### config.mk
export PLATFORM = sky130hd
export DESIGN_NAME = seg7_capture_encoder_flat
export DESIGN_NICKNAME = d
export VERILOG_FILES = /design/src/rtl/seg7_capture_encoder_if.sv /design/src/rtl/seg7_capture_encoder.sv /design/src/flat_wrapper.sv
export SDC_FILE = /design/constraint.sdc
export NUM_CORES = 1
export LEC_CHECK = 0
export CORE_MARGIN = 4
export CORE_UTILIZATION = 25
export CTS_CLUSTER_SIZE = 8
export DETAILED_ROUTE_END_ITERATION = 10
export PLACE_DENSITY = 0.44
export SYNTH_ARGS = -nofsm -noshare
export SYNTH_HDL_FRONTEND = slang
export SYNTH_SLANG_ARGS = --single-unit
export TNS_END_PERCENT = 30
### constraint.sdc
create_clock -name clk -period 1.5 [get_ports clk]
set_input_delay 0.375 -clock clk [delete_from_list [all_inputs] [get_ports clk]]
set_output_delay 0.375 -clock clk [all_outputs]
set_load 0.02 [all_outputs]
### src/rtl/seg7_capture_encoder_if.sv
// Display-bus observation plus frame handshake for the 7-segment capture encoder.
// The slave side is the encoder. The master side drives the display lines and consumes the frames.
interface seg7_capture_encoder_if #(
    parameter int DIGITS = 2
);
    logic [7:0]          seg_n;
    logic [DIGITS-1:0]   an_n;
    logic                out_ready;
    logic                out_valid;
    logic [4*DIGITS-1:0] out_bcd;
    logic [DIGITS-1:0]   out_err;
    logic                overrun;

    modport slave (
        input  seg_n, an_n, out_ready,
        output out_valid, out_bcd, out_err, overrun
    );

    modport master (
        output seg_n, an_n, out_ready,
        input  out_valid, out_bcd, out_err, overrun
    );
endinterface

### src/rtl/seg7_capture_encoder.sv
// Encodes a multiplexed active-low 7-seg bus back to BCD frames. A glyph is captured STABLE_CYCLES after its first sample, and the frame is valid one cycle later.
// A held frame blocks a newer complete frame: the newer frame is dropped and overrun pulses for one cycle.
module seg7_capture_encoder #(
    parameter int DIGITS        = 2,
    parameter int STABLE_CYCLES = 4
) (
    input  logic                  clk,
    input  logic                  rst,
    seg7_capture_encoder_if.slave bus
);
    localparam int CW = $clog2(STABLE_CYCLES) + 1;
    localparam int IW = (DIGITS > 1) ? $clog2(DIGITS) : 1;

    typedef enum logic [1:0] {IDLE, DWELL, HELD} state_t;

    state_t                  state_q, state_d;
    logic [CW-1:0]           cnt_q, cnt_d;
    logic [6:0]              s_seg_q, p_seg_q;
    logic [DIGITS-1:0]       s_an_q, p_an_q;
    logic [DIGITS-1:0][3:0]  digit_q, digit_d;
    logic [DIGITS-1:0]       dig_err_q, dig_err_d;
    logic [DIGITS-1:0]       seen_q, seen_d;
    logic                    out_valid_q, out_valid_d;
    logic [4*DIGITS-1:0]     out_bcd_q, out_bcd_d;
    logic [DIGITS-1:0]       out_err_q, out_err_d;
    logic                    overrun_q, overrun_d;

    logic [3:0]              glyph_nib;
    logic                    glyph_err;
    logic                    sel_ok;
    logic [IW-1:0]           sel_idx;
    logic                    changed;
    logic                    capture;
    logic                    frame_done;
    logic                    unused_dot;

    // The decimal point is never part of a glyph, including for change detection.
    assign unused_dot = bus.seg_n[7];

    always_comb begin
        glyph_nib = 4'hF;
        glyph_err = 1'b0;
        unique case (s_seg_q)
            7'h40: glyph_nib = 4'd0;
            7'h79: glyph_nib = 4'd1;
            7'h24: glyph_nib = 4'd2;
            7'h30: glyph_nib = 4'd3;
            7'h19: glyph_nib = 4'd4;
            7'h12: glyph_nib = 4'd5;
            7'h02: glyph_nib = 4'd6;
            7'h78: glyph_nib = 4'd7;
            7'h00: glyph_nib = 4'd8;
            7'h10: glyph_nib = 4'd9;
            default: glyph_err = 1'b1;
        endcase
    end

    always_comb begin
        int nz;
        nz      = 0;
        sel_idx = '0;
        for (int i = 0; i < DIGITS; i++) begin
            if (!s_an_q[i]) begin
                nz      = nz + 1;
                sel_idx = IW'(i);
            end
        end
        sel_ok = (nz == 1);
    end

    assign changed = (s_seg_q != p_seg_q) || (s_an_q != p_an_q);

    always_comb begin
        state_d = state_q;
        cnt_d   = cnt_q;
        capture = 1'b0;
        unique case (state_q)
            IDLE: begin
                cnt_d = '0;
                if (sel_ok) begin
                    state_d = DWELL;
                    cnt_d   = CW'(1);
                end
            end
            DWELL: begin
                if (!sel_ok) begin
                    state_d = IDLE;
                    cnt_d   = '0;
                end else if (changed) begin
                    cnt_d = CW'(1);
                end else if (cnt_q == CW'(STABLE_CYCLES - 1)) begin
                    capture = 1'b1;
                    state_d = HELD;
                end else begin
                    cnt_d = cnt_q + CW'(1);
                end
            end
            HELD: begin
                if (!sel_ok) begin
                    state_d = IDLE;
                    cnt_d   = '0;
                end else if (changed) begin
                    state_d = DWELL;
                    cnt_d   = CW'(1);
                end
            end
            default: begin
                state_d = IDLE;
                cnt_d   = '0;
            end
        endcase
    end

    // Completion is judged on the registered seen mask, one cycle after the last capture.
    assign frame_done = &seen_q;

    always_comb begin
        digit_d     = digit_q;
        dig_err_d   = dig_err_q;
        seen_d      = frame_done ? '0 : seen_q;
        out_valid_d = out_valid_q;
        out_bcd_d   = out_bcd_q;
        out_err_d   = out_err_q;
        overrun_d   = 1'b0;
        if (capture) begin
            digit_d[sel_idx]   = glyph_nib;
            dig_err_d[sel_idx] = glyph_err;
            seen_d[sel_idx]    = 1'b1;
        end
        if (out_valid_q && bus.out_ready) begin
            out_valid_d = 1'b0;
        end
        if (frame_done) begin
            if (!out_valid_q || bus.out_ready) begin
                out_valid_d = 1'b1;
                out_bcd_d   = digit_q;
                out_err_d   = dig_err_q;
            end else begin
                overrun_d = 1'b1;
            end
        end
    end

    always_ff @(posedge clk) begin
        if (rst) begin
            state_q     <= IDLE;
            cnt_q       <= '0;
            s_seg_q     <= '1;
            p_seg_q     <= '1;
            s_an_q      <= '1;
            p_an_q      <= '1;
            digit_q     <= '0;
            dig_err_q   <= '0;
            seen_q      <= '0;
            out_valid_q <= 1'b0;
            out_bcd_q   <= '0;
            out_err_q   <= '0;
            overrun_q   <= 1'b0;
        end else begin
            state_q     <= state_d;
            cnt_q       <= cnt_d;
            s_seg_q     <= bus.seg_n[6:0];
            p_seg_q     <= s_seg_q;
            s_an_q      <= bus.an_n;
            p_an_q      <= s_an_q;
            digit_q     <= digit_d;
            dig_err_q   <= dig_err_d;
            seen_q      <= seen_d;
            out_valid_q <= out_valid_d;
            out_bcd_q   <= out_bcd_d;
            out_err_q   <= out_err_d;
            overrun_q   <= overrun_d;
        end
    end

    assign bus.out_valid = out_valid_q;
    assign bus.out_bcd   = out_bcd_q;
    assign bus.out_err   = out_err_q;
    assign bus.overrun   = overrun_q;
endmodule
### src/flat_wrapper.sv
// flat-port wrapper written by rule: the top's interface ports become plain ports
module seg7_capture_encoder_flat 
#(
    parameter int DIGITS        = 2,
    parameter int STABLE_CYCLES = 4
)
  (clk, rst, bus_seg_n, bus_an_n, bus_out_ready, bus_out_valid, bus_out_bcd, bus_out_err, bus_overrun);
  seg7_capture_encoder_if #(.DIGITS(DIGITS)) bus_i ();
  input  logic clk;
  input  logic rst;
  input wire logic [$bits(bus_i.seg_n)-1:0] bus_seg_n;
  input wire logic [$bits(bus_i.an_n)-1:0] bus_an_n;
  input wire logic [$bits(bus_i.out_ready)-1:0] bus_out_ready;
  output wire logic [$bits(bus_i.out_valid)-1:0] bus_out_valid;
  output wire logic [$bits(bus_i.out_bcd)-1:0] bus_out_bcd;
  output wire logic [$bits(bus_i.out_err)-1:0] bus_out_err;
  output wire logic [$bits(bus_i.overrun)-1:0] bus_overrun;
  assign bus_i.seg_n = bus_seg_n;
  assign bus_i.an_n = bus_an_n;
  assign bus_i.out_ready = bus_out_ready;
  assign bus_out_valid = bus_i.out_valid;
  assign bus_out_bcd = bus_i.out_bcd;
  assign bus_out_err = bus_i.out_err;
  assign bus_overrun = bus_i.overrun;
  seg7_capture_encoder #(.DIGITS(DIGITS), .STABLE_CYCLES(STABLE_CYCLES)) u_core (.clk(clk), .rst(rst), .bus(bus_i));
endmodule
# ---- Yosys cells after proc, flatten, opt, wreduce, memory -nomap -nowiden
# Index checks and enable logic that the tools add are counted.
dict set report totals {
  reg_bits 47
  latchBits 0
  mem_bits_rw 0
  rom_bits 0
  in_bits 13
  wordCells 88
  memories 0
}
dict set report classes {
  addsub 2
  multipliers 0
  div_mod_pow 0
  order_cmp 2
  n_eq_ne 20
  shifts 0
  n_mux 35
  bitwise_logic 2
  reduce_logical 13
}
# operator count
set op_table {}
lappend op_table {{$pmux 4 s10} 1}
lappend op_table {{$eq 32x2->1 const B} 1}
lappend op_table {{$mux 32} 1}
lappend op_table {{$eq 7x5->1 const B} 3}
lappend op_table {{$eq 7x7->1 const B} 3}
lappend op_table {{$mux 2} 8}
lappend op_table {{$mux 3} 5}
lappend op_table {{$eq 7x6->1 const B} 2}
lappend op_table {{$mux 1} 13}
lappend op_table {{$reduce_or 10->1} 1}
lappend op_table {{$ne 3x3->1 const B} 3}
lappend op_table {{$pmux 3 s3} 1}
lappend op_table {{$bwmux 8} 1}
lappend op_table {{$eq 7x2->1 const B} 1}
lappend op_table {{$logic_not 7->1} 1}
lappend op_table {{$ne 7x7->1} 1}
lappend op_table {{$pmux 2 s3} 1}
lappend op_table {{$demux 4 s1} 1}
lappend op_table {{$mux 4} 1}
lappend op_table {{$ne 4x4->1 const B} 1}
lappend op_table {{$reduce_and 2->1} 2}
lappend op_table {{$reduce_and 4->1} 1}
lappend op_table {{$add 3x1->3 const B} 1}
lappend op_table {{$eq 3x2->1 const B} 1}
lappend op_table {{other kinds (17)} 19}

# ---- Longest topological paths before layout
dict set report depth {
  word_depth 7
  depth_mapped 7
  ltp_nobuf 7
}

# ---- Worst setup path after synthesis
# OpenSTA, ideal clock, no wires.
dict set report synth_path {
  path_type {register to register}
  startpoint {register u_core.s_seg_q[5]}
  endpoint {register u_core.digit_q[1] (netlist bit)}
  setup_time_ns 0.079
  arrival_time_ns 1.545
  required_time_ns 1.421
  setup_slack_ns -0.124
  stages_incl_launch_ff 7
  n_path_buf 1
  synth_period_minus_slack_ns 1.624
  path_cell_list {dfxtp_1 buf_2 mux2i_1 o2bb2ai_2 or4_1 and3_4 a211oi_2}
}
dict set report synth_via {
  elab_chain_cells 5
  word_cells_on_any_way 17
  cone_classes {10 x eq/ne; 5 x mux; 2 x reduce/logical}
}
# item line
set synth_rtl {}
lappend synth_rtl {{start, declared} seg7_capture_encoder.sv:18} ;# logic [6:0] s_seg_q, p_seg_q;
lappend synth_rtl {{start signal, assigned} seg7_capture_encoder.sv:162} ;# s_seg_q <= bus.seg_n[6:0];
lappend synth_rtl {{$ne 7x7->1} seg7_capture_encoder.sv:71} ;# assign changed = (s_seg_q != p_seg_q) || (s_an_q != p_an_q);
lappend synth_rtl {{$logic_or 1x1->1} seg7_capture_encoder.sv:71}
lappend synth_rtl {{$mux 1} seg7_capture_encoder.sv:89} ;# end else if (changed) begin
lappend synth_rtl {{$mux 1} seg7_capture_encoder.sv:86} ;# if (!sel_ok) begin
lappend synth_rtl {{$mux 1} seg7_capture_encoder.sv:77} ;# unique case (state_q)
lappend synth_rtl {{end signal, assigned} seg7_capture_encoder.sv:166} ;# digit_q <= digit_d;
lappend synth_rtl {{end, declared} seg7_capture_encoder.sv:20} ;# logic [DIGITS-1:0][3:0] digit_q, digit_d;
# Several ways; a longest one is shown, not always the timed one.
# A chain may end at the register's enable or synchronous reset.

# ---- Worst setup path in the final report
dict set report layout_path {
  startpoint {register u_core.s_seg_q[4]}
  endpoint {register u_core.digit_q[1] (netlist bit)}
}
# The elaborated chain is that of the path after synthesis.

==> results.txt <==
The flow ran to the end, but the final reports show violations. The checks that failed: negative setup slack. The floorplan step defined a core boundary enclosing 0.007807 mm2.

The number of routed nets with antenna violations was 0. The wire length after detailed routing was 4082 um; the final cell area excluding filler cells was 0.002915 mm2. The most used flip-flop cell after synthesis is sky130_fd_sc_hd__dfxtp_1. The mean instance size in the synthesized netlist is 9.845 um2, and the maximum number of pins on one net before global-route repair is 37. Count of yosys warnings during synthesis: 0. 25 I/O pins were placed. The logs give 205 for the count of mapped cells out of synthesis and 279 for the number of nets in the layout. Hold is met by 0.4914 ns. The DRC violation count after routing was 0; the growth of design area from synthesis to finish was 44.45%. Share of the clock period used by the worst path: 108.5%.

Sorting the synthesized cells by how often they occur yields sky130_fd_sc_hd__dfxtp_1, sky130_fd_sc_hd__nor2_1, sky130_fd_sc_hd__or2_2, sky130_fd_sc_hd__mux2i_1. The worst path in the final design needs a cycle of 1.627 ns, including I/O delays and setup. The number of nets handed over by synthesis was 220. Among all stages on the critical path, the largest delay is contributed by sky130_fd_sc_hd__or4_1. The worst setup path is captured at a register. For this design the ratio of total power to cell area is 912.2 mW/mm2. In this run the core area contains 32 standard-cell rows. In this run, synthesis inferred 0 flip-flops with an integrated enable.

The tools report the worst-case setup margin in the final layout as -0.1271 ns. The die covers 0.009575 mm2. Clock latency on the worst-skew pair, taken at its later pin, is 0.30 ns.

After clock tree synthesis, the clock-pin slew on the worst setup and hold paths is 0.09 ns. For the post-place instance area, the log shows 0.002600 mm2. Final setup skew: 0.005703 ns.

By area the synthesized netlist is led by sky130_fd_sc_hd__dfxtp_1, sky130_fd_sc_hd__mux2i_1, sky130_fd_sc_hd__or2_2. The count of final max-slew check failures was 0; the static leakage was 0.001145 uW. Fill cells in the final layout number 804.

In the final layout, the share of cells above drive strength 1 is 39.62%. The HPWL after detailed placement is 2822 um. The synthesized netlist occupies a cell area of 0.002018 mm2. STA puts the critical path data arrival time at 1.85 ns.

The via count of the first global-routing pass was 1465. The synthesized design spends more area on one cell type than any other, namely sky130_fd_sc_hd__dfxtp_1. The actual slew at the worst max-slew pin came out at 0.3869 ns. Setup repair after global routing could not meet its margin everywhere. The first TritonRoute pass finished after 4 iterations. TritonCTS built the clock tree. The worst hold path belongs to the class reg -> reg. The via-per-instance ratio was 4.215; the number of hold-slack violations in the final timing report was 0. Start-to-end type of the worst setup path: reg -> reg. Of the post-synthesis cell area, the dominant cell type holds 46.62%. CTS placed an instance of sky130_fd_sc_hd__clkbuf_8 at the clock tree root. The tools report the critical register-to-register path endpoint as u_core.digit_q[1]$_SDFFE_PP0P_.

Yosys mapped the design onto 43 distinct sky130hd cell types. The worst pin sits at a relative slew slack of 74.02%. The all-layer global routing usage is 9.042%. The tools report the post-synthesis sequential area ratio as 46.62%.

For the sum of overflow across all layers after global routing, the log shows 0. The count of input and output buffers was 23. For the total number of vias, the log shows 1547. The tree built by TritonCTS fans out to 47 sinks. The final setup violation count came out at 12.

The run gives 0 as the hold buffer count at CTS. The signal on the critical path passes through buf_6 -> nand4b_1 -> o2bb2ai_4 -> or4_1 -> and3_4 -> a211oi_2. The wire length of the first global-routing pass is 7017 um. For the minimum setup slack among reg-to-reg paths, the log shows -0.13 ns. In this run the worst path has a maximum fanout of 5. The worst register-to-register path has a depth of 6. Counting flops and latches in the post-synthesis netlist gives 47. Once the floorplan was initialized, standard cells occupied 25.85% of the core. The logs give 0 for the number of antenna repair diodes and 2 for the H-tree level count.

The tools report the hold-critical path endpoint as u_core.bus.out_bcd[7]$_SDFFE_PP0P_. STA classifies the critical path startpoint as a register. The clock passes through at most 2 buffers. For the max capacitance violation total, the log shows 0. After the first detailed-routing iteration, the DRC count stood at 28. At the worst endpoint, the required time is 1.73 ns.

Static timing analysis puts the maximum clock frequency at 614.6 MHz. The die width is 97.85 um. The number of buffers created by CTS is 5, and the instance count along the most critical hold path is 2. In the final routed layout, each cell accounts on average for 11.12 um. The initial antenna violation count is 0, and the proportion of synthesized flip-flops having asynchronous set or reset is 0%. The worst-case IR drop observed on VDD is 0.0003861 V. In this design, the stage delay of the slowest critical-path cell is 0.50 ns.

In this run the vertical extent of the chip is 97.85 um. The run gives 0.7920 as the global placement routability congestion. Most common cell in the synthesized netlist: sky130_fd_sc_hd__dfxtp_1. In this run the critical register-to-register path is launched from u_core.s_seg_q[4]$_SDFF_PP1_. The startpoint identified for the worst hold timing path is u_core.bus.out_bcd[7]$_SDFFE_PP0P_.
registers in the layout (all words and copies together) (netlist names), 3 cells and up:
register,cells
u_core.digit_q,8
u_core.bus.out_bcd,8
u_core.p_seg_q,7
u_core.cnt_q,3
u_core.s_seg_q,7
per-stage QoR:
stage	setup slack [ns]	TNS, ns	power, uW	utilization (%)	std cells
final	-0.1271	-0.7949	2659	37.34	367
after CTS	-0.1412	-0.9715	2691	36.78	364
after global placement	-0.2095	-4.211	1563	33.30	347
after global routing	-0.2107	-2.222	2781	37.34	367
after detailed placement	-0.2648	-4.339	1563	33.30	347
after floorplan	-0.07358	-0.3943	1471	-	205
cell type report:
type	count	area [um2]	share of cell area, %
Clock buffer	6	72.57	2.489
Clock inverter	2	60.06	2.060
Inverter	4	15.01	0.5150
Multi-Input combinational cell	142	1122	38.50
Sequential cell	47	973.4	33.39
Tap cell	102	127.6	4.378
Timing Repair Buffer	64	544.3	18.67
worst max-delay path by stage:
stage | end | from
5_1_grt | u_core.digit_q[1]$_SDFFE_PP0P_ | u_core.s_seg_q[4]$_SDFF_PP1_
3_3_place_gp | u_core.digit_q[4]$_SDFFE_PP0P_ | u_core.s_seg_q[4]$_SDFF_PP1_
3_5_place_dp | u_core.digit_q[4]$_SDFFE_PP0P_ | u_core.s_seg_q[4]$_SDFF_PP1_
2_1_floorplan | u_core.digit_q[6]$_SDFFE_PP0P_ | u_core.cnt_q[0]$_SDFFE_PP0P_
4_1_cts | u_core.digit_q[5]$_SDFFE_PP0P_ | u_core.s_seg_q[4]$_SDFF_PP1_
6_report | u_core.digit_q[1]$_SDFFE_PP0P_ | u_core.s_seg_q[4]$_SDFF_PP1_
cells in the final DEF, fill, tap and decap left out, types with 3 or more instances in the layout:
| cell type | count |
|---|---|
| sky130_fd_sc_hd__buf_6 | 3 |
| sky130_fd_sc_hd__nand2b_1 | 8 |
| sky130_fd_sc_hd__a31oi_1 | 3 |
| sky130_fd_sc_hd__nor2_1 | 20 |
| sky130_fd_sc_hd__o22ai_1 | 4 |
| sky130_fd_sc_hd__clkbuf_8 | 5 |
| sky130_fd_sc_hd__a21oi_1 | 4 |
| sky130_fd_sc_hd__nor3_1 | 4 |
| sky130_fd_sc_hd__dfxtp_1 | 35 |
| sky130_fd_sc_hd__buf_4 | 36 |
| sky130_fd_sc_hd__nand2_1 | 8 |
| sky130_fd_sc_hd__xnor2_1 | 5 |
| sky130_fd_sc_hd__dlygate4sd2_1 | 12 |
| sky130_fd_sc_hd__mux2i_1 | 15 |
| sky130_fd_sc_hd__inv_1 | 4 |
| sky130_fd_sc_hd__dfxtp_2 | 5 |
| sky130_fd_sc_hd__clkdlybuf4s50_1 | 11 |
| sky130_fd_sc_hd__xnor2_2 | 6 |
| sky130_fd_sc_hd__dfxtp_4 | 7 |
| sky130_fd_sc_hd__or2_2 | 18 |
| sky130_fd_sc_hd__nand2_2 | 3 |
repair_timing:
| item | CTS | global route |
|---|---|---|
| gates cloned | 1 | 0 |
| setup buffers | 8 | 3 |
| gates resized for setup | 39 | 5 |
| endpoints found under the setup margin | 28 | 17 |
| endpoints found under the hold margin | 0 | 0 |
| pin swaps | 14 | 5 |
logic make-up (layout without fill, tap and decap cells):
logic type / count (synthesis) / in the layout / synth area share (%)
XOR/XNOR: 13 / 13 / 5.642
multiplexers: 16 / 16 / 7.997
AND/OR/NAND/NOR: 87 / 87 / 25.91
buffers and inverters: 16 / 76 / 3.967
flip-flops: 47 / 47 / 46.62
AO/OA/AOI/OAI: 24 / 24 / 8.617
adder cells (fa/ha/maj): 2 / 2 / 1.240
critical path, delay by kind of cell, from the launching register on:
kind	cells	cell delay (ns)
and+or+nand+nor	3	0.82
DFF	1	0.37
AOI/OAI and AO/OA	2	0.24
buffers and inverters	1	0.12
metal layers:
layer	vias up	wire, um	track usage, %	share of wire, %
met5	-	0	0	0
met4	0	66	3.514	1.6
met3	7	190	2.714	4.7
met2	25	1821	14.03	45
met1	694	2004	11.79	49
li1	821	-	-	-
power breakdown:
group	internal [uW]	switching (uW)
clock	666	424
combinational	158	110
sequential	1270	31.1
No activity file was read; power rests on OpenSTA's default activity.
